**src/rtl/seq_detect_pkg.sv**
```systemverilog
// -----------------------------------------------------------------------------
// seq_detect_pkg
// Shared constants and types for the time-multiplexed run-of-ones detector.
//   N_CH_DEF    : default number of requesting channels
//   RUN_LEN_DEF : default count of consecutive 1s that makes a detection
//   CW_DEF      : default width of a per-channel run counter
//   STAT_W      : width of the optional per-channel hit counters
//   ch_w()      : width of a channel index for a given channel count
//   cnt_t       : one saved run-length context entry (default width)
// -----------------------------------------------------------------------------
package seq_detect_pkg;

   localparam int N_CH_DEF    = 4;
   localparam int RUN_LEN_DEF = 3;
   localparam int CW_DEF      = 4;
   localparam int STAT_W      = 16;

   typedef logic [CW_DEF-1:0] cnt_t;

   // A single channel still needs a one-bit index so port widths stay legal.
   function automatic int ch_w(input int n);
      return (n <= 1) ? 1 : $clog2(n);
   endfunction

endpackage

```
**src/rtl/seq_detect_sched_rr_arb.sv**
```systemverilog
// -----------------------------------------------------------------------------
// rr_arb
// Round-robin arbiter. The search for a requester starts at the pointer and
// wraps from N_CH-1 to 0; after a transfer the pointer moves just past the
// winner, so every requester is served within N_CH cycles under full load.
// Ports:
//   clk, rst    : clock, asynchronous active-high reset (pointer -> 0)
//   req_i       : per-channel request
//   adv_i       : a transfer happened this cycle; advance the pointer
//   gnt_o       : one-hot grant (all zero when nothing requests)
//   gnt_idx_o   : index of the granted channel (0 when no grant)
// -----------------------------------------------------------------------------
module rr_arb
   import seq_detect_pkg::*;
#(
   parameter int N_CH = N_CH_DEF
) (
   input  logic                     clk,
   input  logic                     rst,
   input  logic [N_CH-1:0]          req_i,
   input  logic                     adv_i,
   output logic [N_CH-1:0]          gnt_o,
   output logic [ch_w(N_CH)-1:0]    gnt_idx_o
);

   localparam int CHW = ch_w(N_CH);

   logic [CHW-1:0] ptr_q, ptr_d;
   logic [CHW-1:0] idx;
   logic           found;

   // NOTE: every signal written here gets a default first, so no path leaves
   // a value unassigned and no latch is inferred.
   always_comb begin
      gnt_o     = '0;
      gnt_idx_o = '0;
      found     = 1'b0;
      idx       = '0;
      for (int k = 0; k < N_CH; k++) begin
         idx = CHW'((int'(ptr_q) + k) % N_CH);
         if (!found && req_i[idx]) begin
            found      = 1'b1;
            gnt_o[idx] = 1'b1;
            gnt_idx_o  = idx;
         end
      end
   end

   always_comb begin
      ptr_d = ptr_q;
      if (adv_i) begin
         ptr_d = (gnt_idx_o == CHW'(N_CH - 1)) ? '0 : gnt_idx_o + CHW'(1);
      end
   end

   // NOTE: state registers use non-blocking assignments so every flop samples
   // the pre-edge values regardless of process ordering.
   always_ff @(posedge clk or posedge rst) begin
      if (rst) ptr_q <= '0;
      else     ptr_q <= ptr_d;
   end

endmodule

```
**src/rtl/seq_detect_sched.sv**
```systemverilog
// -----------------------------------------------------------------------------
// seq_detect_sched
// One run-of-ones detector shared by N_CH serial channels. Each cycle the
// round-robin arbiter grants one requesting channel; its saved run count is
// read, updated with the new bit (saturating at RUN_LEN, zeroed on a 0) and
// written back, and a registered detect result tagged with the channel id
// appears on the following cycle.
// Ports:
//   clk, rst     : clock, asynchronous active-high reset
//   req_valid_i  : per-channel request, held until granted
//   req_bit_i    : per-channel serial data bit, sampled with req_valid_i
//   req_ready_o  : one-hot grant; transfer when req_valid_i[i] & req_ready_o[i]
//   det_valid_o  : result strobe, one cycle after the transfer
//   det_ch_o     : channel id of the result (holds when idle)
//   det_hit_o    : run count reached RUN_LEN after the update (holds when idle)
//   ctx_clr_i    : per-channel synchronous context clear, wins over an update
// Optional build macro SEQ_DETECT_SCHED_STATS_EN adds per-channel saturating
// 16-bit hit counters, readable through:
//   stat_sel_i   : channel whose counter is read
//   stat_cnt_o   : registered counter value, one cycle after stat_sel_i
// -----------------------------------------------------------------------------
module seq_detect_sched
   import seq_detect_pkg::*;
#(
   parameter int N_CH    = N_CH_DEF,
   parameter int RUN_LEN = RUN_LEN_DEF,
   parameter int CW      = CW_DEF
) (
   input  logic                     clk,
   input  logic                     rst,
   input  logic [N_CH-1:0]          req_valid_i,
   input  logic [N_CH-1:0]          req_bit_i,
   output logic [N_CH-1:0]          req_ready_o,
   output logic                     det_valid_o,
   output logic [ch_w(N_CH)-1:0]    det_ch_o,
   output logic                     det_hit_o,
   input  logic [N_CH-1:0]          ctx_clr_i
`ifdef SEQ_DETECT_SCHED_STATS_EN
   ,
   input  logic [ch_w(N_CH)-1:0]    stat_sel_i,
   output logic [STAT_W-1:0]        stat_cnt_o
`endif
);

   localparam int             CHW     = ch_w(N_CH);
   localparam logic [CW-1:0]  RUN_MAX = CW'(RUN_LEN);

   logic [N_CH-1:0] gnt;
   logic [CHW-1:0]  g_idx;
   logic            xfer;
   logic [CW-1:0]   cnt_q [N_CH];
   logic [CW-1:0]   cur_cnt, upd_cnt;
   logic            hit_d;
   logic            det_valid_q, det_hit_q;
   logic [CHW-1:0]  det_ch_q;

   rr_arb #(.N_CH(N_CH)) u_arb (
      .clk       (clk),
      .rst       (rst),
      .req_i     (req_valid_i),
      .adv_i     (xfer),
      .gnt_o     (gnt),
      .gnt_idx_o (g_idx)
   );

   // No grant is offered while reset is held, so nothing can transfer then.
   assign req_ready_o = rst ? '0 : gnt;
   assign xfer        = |(req_valid_i & req_ready_o);

   // Read-modify-write of the granted channel's context.
   assign cur_cnt = cnt_q[g_idx];
   assign upd_cnt = !req_bit_i[g_idx]  ? '0 :
                    (cur_cnt >= RUN_MAX) ? RUN_MAX : cur_cnt + CW'(1);
   assign hit_d   = (upd_cnt == RUN_MAX);

   // NOTE: the context array is reset explicitly because a mid-stream reset
   // must discard every channel's run history, not just the control state.
   always_ff @(posedge clk or posedge rst) begin
      if (rst) begin
         for (int i = 0; i < N_CH; i++) cnt_q[i] <= '0;
         det_valid_q <= 1'b0;
         det_ch_q    <= '0;
         det_hit_q   <= 1'b0;
      end else begin
         for (int i = 0; i < N_CH; i++) begin
            if (ctx_clr_i[i])                     cnt_q[i] <= '0;
            else if (xfer && g_idx == CHW'(i))    cnt_q[i] <= upd_cnt;
         end
         det_valid_q <= xfer;
         // The reported hit comes from the update, even if a clear wipes it.
         if (xfer) begin
            det_ch_q  <= g_idx;
            det_hit_q <= hit_d;
         end
      end
   end

   assign det_valid_o = det_valid_q;
   assign det_ch_o    = det_ch_q;
   assign det_hit_o   = det_hit_q;

`ifdef SEQ_DETECT_SCHED_STATS_EN
   logic [STAT_W-1:0] stat_q [N_CH];
   logic [STAT_W-1:0] stat_cnt_q;

   always_ff @(posedge clk or posedge rst) begin
      if (rst) begin
         for (int i = 0; i < N_CH; i++) stat_q[i] <= '0;
         stat_cnt_q <= '0;
      end else begin
         for (int i = 0; i < N_CH; i++) begin
            if (ctx_clr_i[i])
               stat_q[i] <= '0;
            else if (xfer && hit_d && g_idx == CHW'(i) && stat_q[i] != '1)
               stat_q[i] <= stat_q[i] + STAT_W'(1);
         end
         stat_cnt_q <= stat_q[stat_sel_i];
      end
   end

   assign stat_cnt_o = stat_cnt_q;
`endif

endmodule

```
**config.mk**
```make
export PLATFORM = sky130hd
export DESIGN_NAME = seq_detect_sched
export DESIGN_NICKNAME = d
export VERILOG_FILES = /design/src/rtl/seq_detect_pkg.sv /design/src/rtl/seq_detect_sched_rr_arb.sv /design/src/rtl/seq_detect_sched.sv
export SDC_FILE = /design/constraint.sdc
export NUM_CORES = 1
export LEC_CHECK = 0
export BUFFER_PORTS_ARGS = -buffer_cell sky130_fd_sc_hd__buf_4
export CORE_MARGIN = 2
export CORE_UTILIZATION = 50
export CTS_BUF_LIST = sky130_fd_sc_hd__clkbuf_2
export CTS_CLUSTER_SIZE = 10
export DETAILED_ROUTE_END_ITERATION = 10
export HOLD_SLACK_MARGIN = 0.08
export PLACE_DENSITY = 0.74
export SLEW_MARGIN = 20
export SYNTH_ARGS = -nofsm -noshare
export SYNTH_HDL_FRONTEND = slang
export SYNTH_HIERARCHICAL = 1
export SYNTH_SLANG_ARGS = --single-unit
```
**constraint.sdc**
```tcl
create_clock -name clk -period 4 [get_ports clk]
set_input_delay 0.8 -clock clk [delete_from_list [all_inputs] [get_ports clk]]
set_output_delay 0.8 -clock clk [all_outputs]
set_load 0.005 [all_outputs]
```
# Word-level counts from Yosys, hierarchy flattened
# Cells that the tools add are included.
[word_totals] ff_bits=22 latchBits=0 mem_bits_rw=0 mem_bits_ro=0 input_bits=14 output_inout_bits=8 elab_cells=97 memories=0
[classes] addsub=5 n_mul=0 div_mod_pow=0 order_cmp=11 n_eq_ne=4 shifts=0 n_mux=44 n_bitwise=5 n_reduce_logical=20
[ops] operator="$mux 4" n=17
[ops] operator="$lt 2x3->1 const B" n=5
[ops] operator="$mux 1" n=12
[ops] operator="$or 4x4->4" n=3
[ops] operator="$logic_and 1x1->1" n=11
[ops] operator="$bmux 1 s2" n=5
[ops] operator="$mux 2" n=5
[ops] operator="$bmux 4 s2" n=1
[ops] operator="$demux 1 s2" n=4
[ops] operator="$ge 2x1->1 const B" n=4
[ops] operator="$reduce_bool 2->1" n=4
[ops] operator="$add 2x1->2 const B" n=2
[ops] operator="$add 2x2->2 const B" n=2
[ops] operator="$add 4x1->4 const B" n=1
[ops] operator="$and 4x4->4" n=1
[ops] operator="$eq 2x2->1 const B" n=2
[ops] operator="$eq 4x2->1 const B" n=1
[ops] operator="$ge 4x2->1 const B" n=1
[ops] operator="$reduce_or 4->1" n=1
[ops] operator="$ge 3x3->1 const B" n=1
[ops] operator="$logic_not 1->1" n=3
[ops] operator="$not 2->3" n=1
[ops] operator="$eq 2x1->1 const B" n=1
[ops] operator="$logic_not 2->1" n=1

# Depth between registers and ports, before layout
# Gate-level depths: netlist of run 1.
[logic_depth] word_depth=21 depth_mapped=17 depth_no_buf=14

# Hierarchy
# Netlist of run 1, hierarchy kept.
[modules_own_cells] mod="seq_detect_sched" instances=1 cells_per_inst=99 area_per_inst_um2=1004.7 seq_area_each_um2=500.5
[modules_own_cells] mod="rr_arb" instances=1 cells_per_inst=76 area_per_inst_um2=595.6 seq_area_each_um2=50.0

# Worst setup path before layout of run 1
# Ideal clock, no wire load.
[synth_path] path_type="register -> register" start="register u_arb.ptr_q[0]" end="register cnt_q[9] (netlist bit)" setup_ps=121 arrival_time_ps=3876 t_required_ps=3879 setup_slack_ps=3 stages_incl_launch_ff=15 n_path_buf=2 synth_period_minus_slack_ps=3997 cell_sequence="dfrtp_1 > buf_4 > inv_1 > ha_1 > or3b_1 > a2111oi_0 > a21oi_1 > o22ai_1 > clkbuf_1 > mux4_2 > ha_1 > or3_1 > o22a_1 > a22oi_1 > nor2_1"
[synth_between] elab_chain_cells=21 elab_cells_between_ends=69 cone_classes="add/sub (4); order compare (9); eq/ne (1); mux (37); bitwise (5); reduce/logical (13)"
[synth_rtl] element="start: declaration" line="seq_detect_sched_rr_arb.sv:28" rtl="logic [CHW-1:0] ptr_q, ptr_d;"
[synth_rtl] element="start signal: assignment" line="seq_detect_sched_rr_arb.sv:60" rtl="else ptr_q <= ptr_d;"
[synth_rtl] element="branches (longest 11 deep; another with $add 2x1->2)"
[synth_rtl] element="$mux 2 (*)" line="seq_detect_sched_rr_arb.sv:41" rtl="if (!found && req_i[idx]) begin"
[synth_rtl] element="named net g_idx[1]" line="seq_detect_sched.sv:49" rtl="logic [CHW-1:0] g_idx;"
[synth_rtl] element="$not 2->3 (implied by the code)" line="seq_detect_sched.sv:71" rtl="assign cur_cnt = cnt_q[g_idx];"
[synth_rtl] element="$bmux 4 s2" line="seq_detect_sched.sv:71"
[synth_rtl] element="$mux 4 (implied by the code) (2 in series)" line="seq_detect_sched.sv:71"
[synth_rtl] element="$add 4x1->4 / $ge 4x2->1 (equally long branches)" line="seq_detect_sched.sv:73" rtl="(cur_cnt >= RUN_MAX) ? RUN_MAX : cur_cnt + CW'(1);"
[synth_rtl] element="$mux 4" line="seq_detect_sched.sv:73"
[synth_rtl] element="$mux 4" line="seq_detect_sched.sv:72" rtl="assign upd_cnt = !req_bit_i[g_idx] ? '0 :"
[synth_rtl] element="$mux 4" line="seq_detect_sched.sv:87" rtl="else if (xfer && g_idx == CHW'(i)) cnt_q[i] <= upd_cnt;"
[synth_rtl] element="$mux 4" line="seq_detect_sched.sv:86" rtl="if (ctx_clr_i[i]) cnt_q[i] <= '0;"
[synth_rtl] element="end signal: indexed assignment" line="seq_detect_sched.sv:87"
[synth_rtl] element="end: declaration" line="seq_detect_sched.sv:51" rtl="logic [CW-1:0] cnt_q [N_CH];"
# Mark *: on every way through the listed nets, which the timed path passes. The select of a mux whose other input is x is not followed.
# A chain may end at the register's enable or synchronous reset.

# Worst setup path after layout of run 1
# Same ends and word-level chain as after synthesis.

==> flow_summary.json, run 1 <==
{
  "outcome": "finished, final reports clean",
  "place_hpwl_um": 2672,
  "cp.arrival_ns": 3.92,
  "ant_nets": 0,
  "first_global_vias": 1301,
  "pre_cts_slack_ns": 0.1229,
  "worst_clock_skew_ns": 0.006015,
  "final_hold_viol_count": 0,
  "irDropWorstVdd_uv": 370.2,
  "powerDensity_nw_per_um2": 661.2,
  "post_synthesis_mean_instance_area_sq_um": 9.144,
  "timing.fmax_ghz": 0.2719,
  "grt_pass1_wl_um": 6058,
  "drv_cap": 0,
  "postRouteWirelength_um": 3600,
  "drt_drc_violations_left": 0,
  "post_synth_inst_count": 175,
  "worst-path-max-fanout": 15,
  "grt_setup_unrepaired": "false",
  "final_report_max_slew_violation_count": 0,
  "final.setup.tns_ns": 0,
  "die-area_sq_um": 3669,
  "initial_antenna_violation_count": 0,
  "cts_tree": "built",
  "initial_utilization_pct": 52.42,
  "post_layout_minimum_cycle_time_ns": 3.678,
  "report.power.total_mw": 1.210,
  "port-buffer-count": 21,
  "crit_required_ns": 4.24,
  "design_area_sq_um": 1831,
  "leakage_nw": 0.8093,
  "clk-insertion-delay-late_ns": 0.32,
  "n_antenna_cell": 0,
  "worst_hold_class": "primary input to async pin",
  "synth_area_sq_um": 1600,
  "chipWidth_um": 60.58,
  "max_slew_margin_pct": 47.60,
  "die_h_um": 60.58,
  "boundaryPins": 22,
  "clockBufferDepth": 2,
  "drt_iter0_markers": 146,
  "ctsRootBufferMaster": "sky130_fd_sc_hd__clkbuf_2",
  "yosys.cell_types.count": 41,
  "layout-area-overhead-vs-synth_pct": 14.39,
  "detailroute.via_count": 1413,
  "clk_pin_slew_worst_paths_ns": 0.19,
  "wire_per_inst_um": 15.06,
  "pin_count_of_the_biggest_net_entering_global_routing": 21,
  "setup_slack_ns": 0.3219,
  "cts_num_sinks": 22,
  "via_per_inst": 5.912,
  "total_of_warnings_raised_by_yosys": 6,
  "tritoncts.num_buffers": 3,
  "htreeDepth": 1,
  "report.final.setup_viol": 0,
  "seq_area_frac_synth_pct": 34.40,
  "grt_usage_pct": 21.90,
  "core_area_sq_um": 3053,
  "global_placement_routability_congestion": 0.8485,
  "drive_above_1_share_pct": 22.56,
  "post_synthesis_register_bit_count": 22,
  "nets": 218,
  "timing_worst_setup_path_type": "flop to flop",
  "tightest_slew_ns": 0.7852,
  "synth-edff-count": 0,
  "crit_share_post_route_pct": 91.95,
  "synth_ff_type": "sky130_fd_sc_hd__dfrtp_1",
  "global_route.overflow_total": 0,
  "synth_fp_nets": 196,
  "post_synthesis_async_set_or_reset_flop_share_pct": 100.0,
  "first_pass_iters": 5,
  "crit_path_start_kind": "flop",
  "postPlaceCellArea_sq_um": 1803,
  "sort_of_element_at_the_end_of_the_critical_path": "flop",
  "floorplan.rows": 20
}
[final timing paths]
kind                                       startpoint                          to  slack [ns]  cells past startpoint
max                        u_arb/ptr_q[0]$_DFFE_PP0P_        cnt_q[9]$_DFFE_PP0P_        0.32                     13
min                                               rst  u_arb/ptr_q[1]$_DFFE_PP0P_        0.34                      2
max reg2reg                u_arb/ptr_q[0]$_DFFE_PP0P_        cnt_q[9]$_DFFE_PP0P_        0.32                     13
min reg2reg                     cnt_q[10]$_DFFE_PP0P_       cnt_q[10]$_DFFE_PP0P_        0.52                      1
max in group asynchronous                         rst        cnt_q[7]$_DFFE_PP0P_        2.88                      2
min in group clk                cnt_q[10]$_DFFE_PP0P_       cnt_q[10]$_DFFE_PP0P_        0.52                      1
[per-layer routing]
layer / vias up / global-route usage (%) / wire (um)
met4: 0 / 6.832 / 59
met5: - / 0 / 0
met2: 55 / 37.63 / 1824
li1: 677 / - / -
met1: 671 / 28.98 / 1514
met3: 10 / 2.559 / 202
[cell usage after synthesis, drive strengths merged (2+ instances only)]
cell type | count | share of area (%)
nor2 | 14 | 3.3
mux2i | 9 | 5.6
and2 | 10 | 3.9
mux2 | 4 | 2.8
nand2b | 2 | 0.78
a22oi | 4 | 1.9
clkbuf | 2 | 0.55
a2111oi | 2 | 1.5
nand3b | 4 | 1.9
or4bb | 2 | 1.4
nand2 | 14 | 3.3
nor3 | 5 | 1.6
nand3 | 7 | 2.2
buf | 9 | 3.4
mux4 | 3 | 4.2
inv | 10 | 2.3
o211ai | 4 | 1.9
ha | 7 | 5.5
a21oi | 12 | 3.8
dfrtp | 22 | 34
o21ai | 5 | 1.6
nor2b | 5 | 2.0
a32oi | 4 | 2.2
or3 | 2 | 0.78
[sequential cells by signal (all words and copies together) (netlist names)]
signal and flops:
det_hit_o 1, det_ch_o 2, cnt_q 16, det_valid_o 1, u_arb/ptr_q 2
[kinds of logic after synthesis]
| group | count (synthesis) | synth area share, % |
|---|---|---|
| adders and majority gates | 7 | 5.473 |
| and+or+nand+nor | 72 | 24.71 |
| muxes | 16 | 12.67 |
| buffers and inverters | 21 | 6.255 |
| DFF | 22 | 34.40 |
| AOI/OAI and AO/OA | 37 | 16.50 |
[worst max-delay path, cell delays in order, from the launching register on]
cell                        delay [ns]
sky130_fd_sc_hd__dfrtp_1          0.42
sky130_fd_sc_hd__inv_1            0.14
sky130_fd_sc_hd__ha_2             0.38
sky130_fd_sc_hd__or3b_1           0.40
sky130_fd_sc_hd__a2111oi_1        0.34
sky130_fd_sc_hd__a21oi_1          0.18
sky130_fd_sc_hd__o22ai_2          0.23
sky130_fd_sc_hd__buf_4            0.23
sky130_fd_sc_hd__mux2i_1          0.20
sky130_fd_sc_hd__ha_1             0.25
sky130_fd_sc_hd__or3_1            0.31
sky130_fd_sc_hd__o22a_1           0.27
sky130_fd_sc_hd__a22oi_1          0.18
sky130_fd_sc_hd__nor2_1           0.06
[stage by stage]
step | util (%) | cells | hold slack [ns]
global route | 59.96 | 239 | 0.3038
finish | 59.96 | 239 | 0.3382
CTS | 59.55 | 239 | 0.3293
floorplan | - | 175 | 0.4543
global placement | 59.06 | 236 | 0.4730
detailed placement | 59.06 | 236 | 0.4733
[cell usage in the layout (no fill, tap or decap), types with 2 or more instances in the layout]
| cell | Yosys | routed |
|---|---|---|
| sky130_fd_sc_hd__a21oi_1 | 12 | 12 |
| sky130_fd_sc_hd__a22oi_1 | 4 | 4 |
| sky130_fd_sc_hd__a32oi_1 | 4 | 4 |
| sky130_fd_sc_hd__and2_1 | 10 | 10 |
| sky130_fd_sc_hd__buf_4 | 1 | 28 |
| sky130_fd_sc_hd__clkbuf_2 | 1 | 3 |
| sky130_fd_sc_hd__dfrtp_1 | 22 | 22 |
| sky130_fd_sc_hd__ha_1 | 7 | 6 |
| sky130_fd_sc_hd__inv_1 | 10 | 10 |
| sky130_fd_sc_hd__mux2_2 | 4 | 4 |
| sky130_fd_sc_hd__mux2i_1 | 9 | 9 |
| sky130_fd_sc_hd__mux4_2 | 3 | 3 |
| sky130_fd_sc_hd__nand2_1 | 14 | 14 |
| sky130_fd_sc_hd__nand2b_1 | 2 | 2 |
| sky130_fd_sc_hd__nand3_1 | 7 | 7 |
| sky130_fd_sc_hd__nand3b_1 | 4 | 4 |
| sky130_fd_sc_hd__nor2_1 | 14 | 13 |
| sky130_fd_sc_hd__nor2b_1 | 5 | 5 |
| sky130_fd_sc_hd__nor3_1 | 5 | 5 |
| sky130_fd_sc_hd__o211ai_1 | 4 | 4 |
| sky130_fd_sc_hd__o21ai_0 | 5 | 5 |
| sky130_fd_sc_hd__or3_1 | 2 | 2 |
| sky130_fd_sc_hd__or4bb_1 | 2 | 2 |
[cell type report]
| cell class | count | area (sq um) |
|---|---|---|
| clock buffers | 3 | 15.01 |
| fillers | 273 | 1222 |
| inverters | 10 | 37.54 |
| multi-input cells | 132 | 962.2 |
| flip-flops and latches | 22 | 550.5 |
| well taps | 44 | 55.05 |
| repair buffers | 28 | 210.2 |
[report_power, final]
part / total, mW / leakage [nW] / internal [mW] / switching (mW)
clock: 0.0847 / 0.0125 / 0.0204 / 0.0642
sequential: 0.278 / 0.298 / 0.259 / 0.0186
combinational: 0.848 / 0.499 / 0.384 / 0.464
total: 1.21 / 0.809 / 0.664 / 0.547
[timing repair]
action / in CTS / in global routing
endpoints found under the setup margin: 0 / 9
setup buffers: 0 / 0
resized for setup: 0 / 4
hold endpoints to repair: 0 / 0
hold buffers: 0 / 0
Note: power is estimated with default switching activity, not from simulation.
==> run 2, diff against run 1 <==
CTS_BUF_LIST = unset   (was sky130_fd_sc_hd__clkbuf_2)
==> run 2 against run 1 <==
Against the previous run:
- first-iteration DRC count shrank 8.9%
- final area grew 0.41%
- routed wire length shrank 0.31%
- total power grew 1.2%
- critical path depth is the same
- global-route usage is essentially flat
- non-clock buffer count is the same
- highest routed layer unchanged
- core utilization grew 0.25 points
- cell count is the same
- combinational power is essentially flat
- sequential power is essentially flat
==> flow_summary.json, run 2 (synthesis results as in run 1) <==
{
  "crit_required_ns": 4.21,
  "boundaryPins": 22,
  "outcome": "finished, final reports clean",
  "post-cts-setup-buffers": 0,
  "global_route.overflow_total": 0,
  "drv_cap": 0,
  "initial_antenna_violation_count": 0,
  "timing_worst_setup_path_type": "flop to flop",
  "place_hpwl_um": 2672,
  "ff2ff_path_depth": 13,
  "ant_nets": 0,
  "report.final.setup_viol": 0,
  "worst_hold_class": "primary input to async pin",
  "worst_clock_skew_ns": 0.001020,
  "final_cell_mix": "sky130_fd_sc_hd__buf_4, sky130_fd_sc_hd__dfrtp_1, sky130_fd_sc_hd__nand2_1",
  "max_reg_flops": 16,
  "setup_slack_ns": 0.3001,
  "clk-insertion-delay-late_ns": 0.30,
  "die-area_sq_um": 3669,
  "tightest_slew_ns": 0.7794,
  "clockBufferDepth": 2,
  "register_with_the_most_flip_flops": "cnt_q",
  "max_slew_margin_pct": 47.98,
  "floorplan.rows": 20,
  "drt_iter0_markers": 133,
  "via_per_inst": 5.854,
  "layout-area-overhead-vs-synth_pct": 14.86,
  "cts_repair_resize_count": 0,
  "worst-path-max-fanout": 15,
  "sort_of_element_at_the_end_of_the_critical_path": "flop",
  "timing.fmax_ghz": 0.2703,
  "chipWidth_um": 60.58,
  "grt_setup_unrepaired": "false",
  "cp_slowest_stage_delay_ns": 0.40,
  "r2r_slack_ns": 0.30,
  "cp.arrival_ns": 3.91,
  "final.setup.tns_ns": 0,
  "drive_above_1_share_pct": 22.56,
  "pin_count_of_the_biggest_net_entering_global_routing": 21,
  "crit_slowest_cell": "sky130_fd_sc_hd__dfrtp_1",
  "initial_utilization_pct": 52.42,
  "core_area_sq_um": 3053,
  "hold_ws_ns": 0.3726,
  "topRoutingLayerUsed": "met4",
  "detailroute.via_count": 1399,
  "final_report_max_slew_violation_count": 0,
  "cts_tree": "built",
  "clk_pin_slew_worst_paths_ns": 0.11,
  "holdBufCountCts": 0,
  "tritoncts.num_buffers": 3,
  "crit_path_cell_trace": "inv_1, ha_2, or3b_1, a2111oi_1, a21oi_1, o22ai_2, buf_4, mux2i_1, ha_1, or3_1, o22a_1, a22oi_1, nor2_1",
  "cts_num_sinks": 22,
  "ctsRootBufferMaster": "sky130_fd_sc_hd__clkbuf_4",
  "utilization_pct": 60.20,
  "n_antenna_cell": 0,
  "wire_per_inst_um": 15.02,
  "detailroute.wirelength.met3_um": 172,
  "post_layout_minimum_cycle_time_ns": 3.700,
  "reg2reg_from": "u_arb/ptr_q[0]$_DFFE_PP0P_",
  "pre_cts_slack_ns": 0.1229,
  "postRouteWirelength_um": 3589,
  "layout.cells.most_common": "sky130_fd_sc_hd__buf_4",
  "port-buffer-count": 21,
  "global_placement_routability_congestion": 0.8485,
  "drt_drc_violations_left": 0,
  "crit_path_start_kind": "flop",
  "irDropWorstVdd_uv": 398.7,
  "leakage_nw": 0.8106,
  "wl_met1_um": 1550,
  "worst_setup_path_startpoint": "u_arb/ptr_q[0]$_DFFE_PP0P_",
  "powerDensity_nw_per_um2": 666.3,
  "nets": 218,
  "worst_r2r_end": "cnt_q[9]$_DFFE_PP0P_",
  "die_h_um": 60.58,
  "first_global_vias": 1290,
  "grt_usage_pct": 21.94,
  "n_fill_cell": 272,
  "crit_share_post_route_pct": 92.50,
  "final_hold_viol_count": 0,
  "grt_pass1_wl_um": 6030,
  "htreeDepth": 1,
  "detailroute.wirelength.met2_um": 1787,
  "first_pass_iters": 5
}
==> run 2: cell count changes in the layout (fill, tap and decap cells not counted) <==
cell and change:
sky130_fd_sc_hd__clkbuf_2 -3, sky130_fd_sc_hd__clkbuf_4 +3
==> run 2: through the flow <==
step / total power, mW / area [sq um] / cells
4_1_cts: 1.205 / 1826 / 239
2_1_floorplan: 0.8936 / 1600 / 175
5_1_grt: 1.331 / 1838 / 239
3_3_place_gp: 1.074 / 1803 / 236
3_5_place_dp: 1.104 / 1803 / 236
6_report: 1.225 / 1838 / 239
==> run 2: cell type report <==
class	instances	area, sq um	share of cell area, %
Clock buffer	3	22.52	1.225
Inverter	10	37.54	2.042
Timing Repair Buffer	28	210.2	11.44
Tap cell	44	55.05	2.995
Sequential cell	22	550.5	29.95
Multi-Input combinational cell	132	962.2	52.35
==> run 2: routing by layer <==
layer / track usage [%] / up-vias
met3: 2.559 / 10
met5: 0 / -
met2: 37.48 / 51
met4: 7.764 / 0
met1: 28.84 / 663
li1: - / 675
==> run 2: report_power, final <==
group	leakage, nW	internal [mW]	switching (mW)
clock	0.0138	0.0352	0.0634
combinational	0.499	0.384	0.464
sequential	0.298	0.259	0.0188
total	0.811	0.679	0.546
==> run 2: worst max-delay path by stage <==
stage | to | cells after the start
5_1_grt | cnt_q[9]$_DFFE_PP0P_ | 13
3_5_place_dp | cnt_q[9]$_DFFE_PP0P_ | 12
4_1_cts | cnt_q[9]$_DFFE_PP0P_ | 13
2_1_floorplan | cnt_q[9]$_DFFE_PP0P_ | 14
6_report | cnt_q[9]$_DFFE_PP0P_ | 13
3_3_place_gp | cnt_q[9]$_DFFE_PP0P_ | 10
==> run 2: worst max-delay path: cells and delay by family (launching register included) <==
kind,cells,cell delay [ns]
flops,1,0.40
buf+inv,2,0.37
compound gates,5,1.18
simple gates,3,0.77
mux,1,0.23
fa+ha+maj,2,0.64
==> run 3, diff against run 2 <==
CAP_MARGIN = 10   (was unset)
CTS_CLUSTER_SIZE = unset   (was 10)
PLACE_DENSITY = 0.73   (was 0.74)
SYNTH_HIERARCHICAL = unset   (was 1)
==> run 3 against run 2 <==
Against the previous run:
- hold slack better by 0.13 ns
- sequential power is 5% higher
- final area is 16% higher
- synthesized cell count is 9.1% higher
- sequential cell count stayed put
- die area is 17% higher
- via count is 12% higher
- global-route usage is 0.22 points lower
- core utilization is 2.1 points lower
- clock power is 36% higher
- largest cell class unchanged
- highest routed layer unchanged
==> flow_summary.json, run 3 <==
{
  "hold_path.startpoint": "det_hit_o$_DFFE_PP0P_",
  "grt_pass1_wl_um": 7238,
  "outcome": "finished, final reports clean",
  "floorplan.rows": 22,
  "core_area_sq_um": 3661,
  "dp.cells": 255,
  "crit_path_frequent_cell": "sky130_fd_sc_hd__ha_1",
  "drt_iter0_markers": 260,
  "crit_slowest_cell": "sky130_fd_sc_hd__a22oi_2",
  "drive_above_1_share_pct": 26.19,
  "ff2ff_path_depth": 14,
  "ctsRootBufferMaster": "sky130_fd_sc_hd__clkbuf_8",
  "clk_pin_slew_worst_paths_ns": 0.08,
  "leading_cell_type_by_number_of_instances_after_synthesis": "sky130_fd_sc_hd__dfrtp_1",
  "cp_slowest_stage_delay_ns": 0.40,
  "synth_fp_nets": 218,
  "crit_share_post_route_pct": 92.98,
  "first_pass_iters": 4,
  "total_of_warnings_raised_by_yosys": 0,
  "setup_slack_ns": 0.2808,
  "worst_r2r_end": "cnt_q[12]$_DFFE_PP0P_",
  "htreeDepth": 1,
  "final_hold_viol_count": 0,
  "tritoncts.num_buffers": 3,
  "via_per_inst": 6.085,
  "post_synthesis_register_bit_count": 22,
  "synth_ff_type": "sky130_fd_sc_hd__dfrtp_1",
  "yosys.area.top_type": "sky130_fd_sc_hd__dfrtp_1",
  "post_synth_most_frequent_cells": "sky130_fd_sc_hd__dfrtp_1, sky130_fd_sc_hd__inv_1, sky130_fd_sc_hd__ha_1, sky130_fd_sc_hd__nor2_1",
  "r2r_slack_ns": 0.28,
  "synth.mux.area_fraction_pct": 13.69,
  "yosys.cell_types.count": 48,
  "worst-path-max-fanout": 8,
  "critical_path_buf_inv_count": 2,
  "wire_per_inst_um": 16.39,
  "n_antenna_cell": 0,
  "cp.arrival_ns": 3.86,
  "initial_antenna_violation_count": 0,
  "register_with_the_most_flip_flops": "cnt_q",
  "postRouteWirelength_um": 4229,
  "yosys.area_share.xor_xnor_pct": 0,
  "cts_num_sinks": 22,
  "holdBufCountCts": 0,
  "post-cts-setup-buffers": 0,
  "timing_worst_setup_path_type": "flop to flop",
  "max_reg_flops": 16,
  "powerDensity_nw_per_um2": 808.8,
  "post_synthesis_mean_instance_area_sq_um": 9.951,
  "first_global_vias": 1546,
  "worst_hold_class": "flop to flop",
  "ant_nets": 0,
  "report.final.setup_viol": 0,
  "crit_family": "compound AO/OA/AOI/OAI gates",
  "post_synth_inst_count": 191,
  "synth_top_family_by_area": "compound AO/OA/AOI/OAI gates",
  "final.setup.tns_ns": 0,
  "synth-edff-count": 0,
  "tightest_slew_ns": 0.8887,
  "finish.cell_count_without_fillers": 258,
  "chipWidth_um": 65.66,
  "seq_area_frac_synth_pct": 28.97,
  "whs_path_depth": 2,
  "grt_usage_pct": 21.72,
  "boundaryPins": 22,
  "final_report_max_slew_violation_count": 0,
  "die_h_um": 65.66,
  "place_hpwl_um": 3321,
  "irDropWorstVdd_uv": 288.9,
  "post_synthesis_async_set_or_reset_flop_share_pct": 100.0,
  "crit_required_ns": 4.14,
  "global_route.overflow_total": 0,
  "port-buffer-count": 21,
  "die-area_sq_um": 4311,
  "initial_utilization_pct": 51.91,
  "drt_drc_violations_left": 0,
  "final_cell_mix": "sky130_fd_sc_hd__buf_4, sky130_fd_sc_hd__dfrtp_1, sky130_fd_sc_hd__inv_1",
  "post-synth-top-area-fraction_pct": 28.97,
  "clockBufferDepth": 2,
  "detailroute.via_count": 1570,
  "leakage_nw": 1.011,
  "synth_compound_gate_area_share_pct": 22.65,
  "worst_clock_skew_ns": 0.007726,
  "global_placement_routability_congestion": 0.9057,
  "max_slew_margin_pct": 40.69,
  "crit_path_start_kind": "flop",
  "layout.cells.most_common": "sky130_fd_sc_hd__buf_4",
  "synth_area_leaders": "sky130_fd_sc_hd__dfrtp_1, sky130_fd_sc_hd__ha_1, sky130_fd_sc_hd__mux2i_1",
  "cts_tree": "built",
  "pre_cts_slack_ns": 0.1304,
  "nets": 239,
  "drv_cap": 0,
  "cts_repair_resize_count": 0,
  "post_synth_adder_cell_area_pct": 8.558,
  "grt_setup_unrepaired": "false",
  "timing.fmax_ghz": 0.2689,
  "synth_area_sq_um": 1901,
  "crit_path_cell_trace": "inv_1, ha_1, mux2i_1, or3_4, and3_1, nor3_4, inv_2, a211oi_1, a31oi_1, ha_1, nor2_1, o2111ai_1, a22oi_2, o31ai_1",
  "sort_of_element_at_the_end_of_the_critical_path": "flop",
  "pin_count_of_the_biggest_net_entering_global_routing": 23,
  "yosys.area_share.simple_pct": 18.96,
  "post_layout_minimum_cycle_time_ns": 3.719,
  "layout-area-overhead-vs-synth_pct": 11.98,
  "hold_ws_ns": 0.5004,
  "reg2reg_from": "u_arb.ptr_q[1]$_DFFE_PP0P_",
  "n_fill_cell": 312,
  "whs_endpoint": "det_hit_o$_DFFE_PP0P_",
  "clk-insertion-delay-late_ns": 0.26
}
==> run 3: changes by cell type after synthesis, sizes merged, moves of 4 or more <==
| cell | change |
|---|---|
| and2 | -10 |
| a211o | +9 |
| o31ai | +9 |
| and3b | +7 |
| inv | +7 |
| ha | +6 |
| a2bb2oi | +5 |
| nand3 | -5 |
| nand3b | +5 |
| nor2b | -5 |
| o211ai | -4 |
==> run 3: logic make-up (layout without fill, tap and decap cells) <==
logic type / count (synthesis) / after routing
AOI/OAI and AO/OA: 54 / 54
adders and majority gates: 13 / 13
and+or+nand+nor: 54 / 54
buffers and inverters: 27 / 46
muxes: 21 / 21
DFF: 22 / 22
==> run 3: per-stage QoR <==
step           area (sq um)  power (mW)  util (%)
2_1_floorplan          1901       1.275         -
3_3_place_gp           2083       1.532     56.90
3_5_place_dp           2083       1.571     56.90
4_1_cts                2125       1.711     58.03
5_1_grt                2128       1.874     58.13
6_report               2128       1.721     58.13
==> run 3: worst max-delay path by stage <==
stage	start	end	slack (ns)	depth (start not counted)
final	u_arb.ptr_q[1]$_DFFE_PP0P_	cnt_q[12]$_DFFE_PP0P_	0.28	14
after global routing	u_arb.ptr_q[1]$_DFFE_PP0P_	cnt_q[12]$_DFFE_PP0P_	0.05	14
after CTS	u_arb.ptr_q[1]$_DFFE_PP0P_	cnt_q[9]$_DFFE_PP0P_	0.30	13
after detailed placement	req_valid_i[2]	cnt_q[9]$_DFFE_PP0P_	0.13	12
after global placement	req_valid_i[2]	cnt_q[0]$_DFFE_PP0P_	0.33	13
after floorplan	u_arb.ptr_q[1]$_DFFE_PP0P_	cnt_q[0]$_DFFE_PP0P_	0.44	17
==> run 3: tightest hold or removal path: stages (launching register included) <==
cell and delay [ns]:
sky130_fd_sc_hd__dfrtp_1 0.35, sky130_fd_sc_hd__nand2b_1 0.06, sky130_fd_sc_hd__o31ai_1 0.06
==> run 3: area by class of cell <==
type                            instances  area (sq um)  area share [%]
Sequential cell                        22         550.5           25.87
Clock buffer                            3         41.29           1.940
Tap cell                               48         60.06           2.822
Multi-Input combinational cell        142          1217           57.20
Inverter                               17         63.81           2.998
Timing Repair Buffer                   26         195.2           9.171
==> run 3: power breakdown <==
group	total (mW)	leakage [nW]	switching (mW)	internal, mW
sequential	0.291	0.297	0.0200	0.271
clock	0.134	0.0216	0.0673	0.0672
combinational	1.30	0.693	0.769	0.528
==> run 3: layer usage <==
layer / track usage, % / share of wire [%] / vias to the layer above
li1: - / - / 742
met1: 28.56 / 43 / 748
met2: 34.47 / 48 / 65
met3: 3.425 / 5.1 / 15
met4: 10.94 / 3.9 / 0
met5: 0 / 0 / -
